**src/rtl/inst_fetch_pkg.sv**
```systemverilog
// inst_fetch_pkg: fetch FSM state encodings and instruction size shared by the fetch stage
package inst_fetch_pkg;
    typedef enum logic [1:0] {
        IF_ST_REQ   = 2'd0,
        IF_ST_WAIT  = 2'd1,
        IF_ST_DRAIN = 2'd2
    } if_state_t;
    localparam int INST_BYTES = 4;
endpackage

```
**src/rtl/if_out_buf.sv**
```systemverilog
// if_out_buf: one-entry valid/instr/pc buffer between fetch and decode
//  i_Clk, i_Rst  clock, sync active-high reset (empties and zeroes the entry)
//  i_Load        write {i_Instr, i_Pc} and mark valid
//  i_Clear       drop the entry (redirect)
//  i_Transfer    decode took the entry
//  o_Valid, o_Instr, o_Pc  the buffered entry
module if_out_buf #(
    parameter int INST_WIDTH = 32,
    parameter int ADDR_WIDTH = 32
) (
    input  logic                  i_Clk,
    input  logic                  i_Rst,
    input  logic                  i_Load,
    input  logic                  i_Clear,
    input  logic                  i_Transfer,
    input  logic [INST_WIDTH-1:0] i_Instr,
    input  logic [ADDR_WIDTH-1:0] i_Pc,
    output logic                  o_Valid,
    output logic [INST_WIDTH-1:0] o_Instr,
    output logic [ADDR_WIDTH-1:0] o_Pc
);
    always_ff @(posedge i_Clk) begin
        if (i_Rst) begin
            o_Valid <= 1'b0;
            o_Instr <= '0;
            o_Pc    <= '0;
        end else if (i_Clear) begin
            o_Valid <= 1'b0;
        end else if (i_Load) begin
            o_Valid <= 1'b1;
            o_Instr <= i_Instr;
            o_Pc    <= i_Pc;
        end else if (i_Transfer) begin
            o_Valid <= 1'b0;
        end
    end
endmodule

```
**src/rtl/inst_fetch.sv**
```systemverilog
// inst_fetch: light_rv32i fetch stage; owns the PC, one outstanding imem request, redirect handling
//  i_Clk, i_Rst                       clock, sync active-high reset
//  o_ImemReq/o_ImemAddr/i_ImemGnt     request channel to instruction memory
//  i_ImemRvalid/i_ImemRdata           response channel
//  o_IfValid/o_IfInstr/o_IfPc/i_IdReady  handshake to decode
//  i_Redirect/i_RedirectPc            branch/jump target pulse
module inst_fetch
    import inst_fetch_pkg::*;
#(
    parameter int                    INST_WIDTH = 32,
    parameter int                    ADDR_WIDTH = 32,
    parameter logic [ADDR_WIDTH-1:0] RESET_PC   = '0
) (
    input  logic                  i_Clk,
    input  logic                  i_Rst,
    output logic                  o_ImemReq,
    output logic [ADDR_WIDTH-1:0] o_ImemAddr,
    input  logic                  i_ImemGnt,
    input  logic                  i_ImemRvalid,
    input  logic [INST_WIDTH-1:0] i_ImemRdata,
    output logic                  o_IfValid,
    output logic [INST_WIDTH-1:0] o_IfInstr,
    output logic [ADDR_WIDTH-1:0] o_IfPc,
    input  logic                  i_IdReady,
    input  logic                  i_Redirect,
    input  logic [ADDR_WIDTH-1:0] i_RedirectPc
);
    if_state_t             r_State;
    logic [ADDR_WIDTH-1:0] r_Pc;
    logic                  w_Bfree;
    logic                  w_Load;
    logic                  w_unused;
    assign w_unused   = ^i_RedirectPc[1:0];
    assign w_Bfree    = !o_IfValid || i_IdReady;
    assign o_ImemReq  = !i_Rst && r_State == IF_ST_REQ && w_Bfree && !i_Redirect;
    assign o_ImemAddr = r_Pc;
    // a response coinciding with a redirect belongs to the old path and is never buffered
    assign w_Load     = r_State == IF_ST_WAIT && i_ImemRvalid && !i_Redirect;
    always_ff @(posedge i_Clk) begin
        if (i_Rst) begin
            r_State <= IF_ST_REQ;
            r_Pc    <= RESET_PC;
        end else if (i_Redirect) begin
            r_Pc    <= {i_RedirectPc[ADDR_WIDTH-1:2], 2'b00};
            // an outstanding request must still retire through DRAIN unless it returns now
            r_State <= (r_State == IF_ST_REQ || i_ImemRvalid) ? IF_ST_REQ : IF_ST_DRAIN;
        end else begin
            case (r_State)
                IF_ST_REQ:  if (o_ImemReq && i_ImemGnt) r_State <= IF_ST_WAIT;
                IF_ST_WAIT: if (i_ImemRvalid) begin
                    r_Pc    <= r_Pc + ADDR_WIDTH'(INST_BYTES);
                    r_State <= IF_ST_REQ;
                end
                default:    if (i_ImemRvalid) r_State <= IF_ST_REQ;
            endcase
        end
    end
    if_out_buf #(
        .INST_WIDTH(INST_WIDTH),
        .ADDR_WIDTH(ADDR_WIDTH)
    ) u_buf (
        .i_Clk      (i_Clk),
        .i_Rst      (i_Rst),
        .i_Load     (w_Load),
        .i_Clear    (i_Redirect),
        .i_Transfer (o_IfValid && i_IdReady),
        .i_Instr    (i_ImemRdata),
        .i_Pc       (r_Pc),
        .o_Valid    (o_IfValid),
        .o_Instr    (o_IfInstr),
        .o_Pc       (o_IfPc)
    );
endmodule
```
**config.mk**
```make
export PLATFORM = sky130hd
export DESIGN_NAME = inst_fetch
export DESIGN_NICKNAME = d
export VERILOG_FILES = /design/src/rtl/inst_fetch_pkg.sv /design/src/rtl/if_out_buf.sv /design/src/rtl/inst_fetch.sv
export SDC_FILE = /design/constraint.sdc
export NUM_CORES = 1
export LEC_CHECK = 0
export BUFFER_PORTS_ARGS = -buffer_cell sky130_fd_sc_hd__clkbuf_2
export CORE_MARGIN = 8
export CORE_UTILIZATION = 55
export DETAILED_ROUTE_END_ITERATION = 8
export GPL_TIMING_DRIVEN = 1
export PLACE_DENSITY_LB_ADDON = 0.3
export SLEW_MARGIN = 40
export SYNTH_ARGS = -nofsm -noshare
export SYNTH_HDL_FRONTEND = slang
export SYNTH_HIERARCHICAL = 1
export SYNTH_SLANG_ARGS = --single-unit
```
**constraint.sdc**
```tcl
create_clock -name i_Clk -period 5.45 [get_ports i_Clk]
set_input_delay 0.2725 -clock i_Clk [delete_from_list [all_inputs] [get_ports i_Clk]]
set_output_delay 0.2725 -clock i_Clk [all_outputs]
set_load 0.005 [all_outputs]
```
==> flow_summary.ini <==
[finish]
final_area_mm2 = 0.00611
syn_to_final_growth_pct = 17.3
final_cells = 791
final_core_util_pct = 66.4
layout-drive-gt1-share_pct = 37.4
antennaDiodeCount = 0
fin_nets = 746

[sta]
grt_setup_unrepaired = no
whs_ns = 0.149
setup_tns_ns = 0
post-route-min-period_ns = 2.68
setup_slack_ns = 2.77
fin_skew_ns = 0.0178
max_slew_margin_pct = 46.7
finalCritPeriodShare_pct = 49.1
setup_viol = 0
fmax_ghz = 0.374
tightest_slew_ns = 0.800
drv_slew = 0
hold_viol = 0

[global_route]
antenna_found_initial = 0
grt_pass1_wl_um = 22800
grt_pass1_vias = 4626
grt_use_total_pct = 21.1
grt_max_degree = 89
gr-total-overflow = 0

[route]
drcViolationCount = 0
wl_um = 14200
viasPerCell = 5.93
drtIter0Drc = 392
antenna_left = 0
dr.pass1.iters = 7
vias = 4693
wl_per_cell_um = 18.0

[setup_path]
critical_path.max_fanout = 27
cp.arrival_ns = 2.94
cpMostUsedCell = or4_1
path_class = reg2reg
critPathMaxStageDelay_ns = 0.96
end_kind = flop
cpMaxStageDelayCell = or4_1
critPathLaunchType = flop
required_ns = 5.71
crit_path_cell_trace = nand4_2, or4_1, or4_1, a311oi_1

[floorplan]
core_area_mm2 = 0.00920
die_w_um = 113
ios = 168
rows = 35
dieArea_mm2 = 0.0128
dieHeight_um = 113
start_util_pct = 56.6

[power_and_ir_drop]
powerDensity_mw_per_mm2 = 219
power.leakage_nw = 2.40
vdd_drop_max_v = 0.000152
power_mw = 1.34

[logic_synthesis]
syn_area_mm2 = 0.00521
yosysMostFrequentCell = dfxtp_1
synth_cell_types = 58
synth_top_area_share_pct = 37.3
synth_edf_count = 0
async_flop_share_pct = 0
ys_seq_area_share_pct = 37.3
synth_common_cells = dfxtp_1 (97), nand2b_1 (64), nand4bb_1 (64)
synth_warnings = 6
synth_area_leader_cell = dfxtp_1
synth_seq_cells = 97
synthCells = 545
synth_ff_type = dfxtp_1
synth.area.top_cells = dfxtp_1 (37%), nand4bb_1 (14%), o21ai_2 (10%), nand2b_1 (7.7%), buf_12 (2.3%)
postSynthAreaPerCell_um2 = 9.56

[placed_design]
port_buffers = 163
gp_congestion = 0.913
dpl.cell_count = 775
dpl_cell_area_mm2 = 0.00593
dp_hpwl_um = 9770
dpl_worst_slack_ns = 2.70

[cts]
clkTransAtPathRegs_ns = 0.11
cts-root-buf = clkbuf_8
cts_sinks = 97
htreeDepth = 3
cts_resized = 0
cts_setup_buffers = 0
cts_tree = built
cts_buffers = 9
cts_hold_buffers = 0
clk_path_buf_depth = 2
worstSkewPairLatency_ns = 0.36

[status]
status = completed

[hold_path]
min_path_type = in2reg

[run]
max_cap_violations = 0
[path summary, 6_finish.rpt]
| path | slack (ns) | cells past startpoint | startpoint | endpoint |
|---|---|---|---|---|
| setup / recovery | 2.77 | 4 | o_ImemAddr[5] | o_ImemAddr[18] |
| hold / removal | 0.15 | 3 | i_RedirectPc[3] | o_ImemAddr[3] |
| hold reg to reg | 0.47 | 2 | u_buf/o_Instr[29] | u_buf/o_Instr[29] |
| setup reg to reg | 2.77 | 4 | o_ImemAddr[5] | o_ImemAddr[18] |
[sequential cells by signal, summed over array words and instances (netlist names)]
| signal | count |
|---|---|
| r_State | 2 |
| u_buf/o_Instr | 32 |
| u_buf/o_Valid | 1 |
| o_ImemAddr | 30 |
| u_buf/o_Pc | 32 |
[power breakdown]
group          internal [mW]  switching [mW]  total, mW
clock                  0.181           0.259      0.441
sequential             0.726          0.0302      0.756
combinational         0.0722          0.0687      0.141
total                  0.979           0.358       1.34
[cell families after synthesis]
family	Yosys count	synth area share, %
other cells	1	0.0720
buf+inv	61	7.45
flops	97	37.3
simple gates	254	34.7
compound gates	122	18.7
xor+xnor	8	1.35
fa+ha+maj	1	0.240
mux	1	0.216
[routing by layer]
layer / up-vias / global-route usage [%] / part of all wire (%)
li1: 2280 / - / -
met5: - / 0 / 0
met4: 0 / 5.60 / 1.1
met1: 2244 / 25.6 / 43
met3: 14 / 6.98 / 7.8
met2: 155 / 35.0 / 48
[critical path, delay by kind of cell, from the launching register on]
kind            cells  cell delay (ns)
compound gates      1             0.30
flops               1             0.49
simple gates        3             1.81
[layout make-up]
type | count | area [um2]
clock buffer | 11 | 141
clock inverter | 5 | 40.0
inverter | 8 | 30.0
sequential | 97 | 1940
fill | 781 | 3090
multi-input combinational | 390 | 2900
tap | 111 | 139
timing repair buffer | 169 | 916
[cells in the final DEF, fill, tap and decap left out, types with 7 or more instances in the layout]
cell type    n
clkbuf_2   162
dfxtp_1     97
nand2b_1    64
nand4bb_1   64
o21ai_2     60
nor2_1      30
nand2_1     21
or4_1       12
nand3_1     11
a311oi_1    11
clkbuf_8    10
nand4_1      9
nor3_1       9
a211oi_1     9
o21ai_0      8
inv_1        7
nor4_1       7
a21oi_1      7
Note: power is estimated with default switching activity, not from simulation.
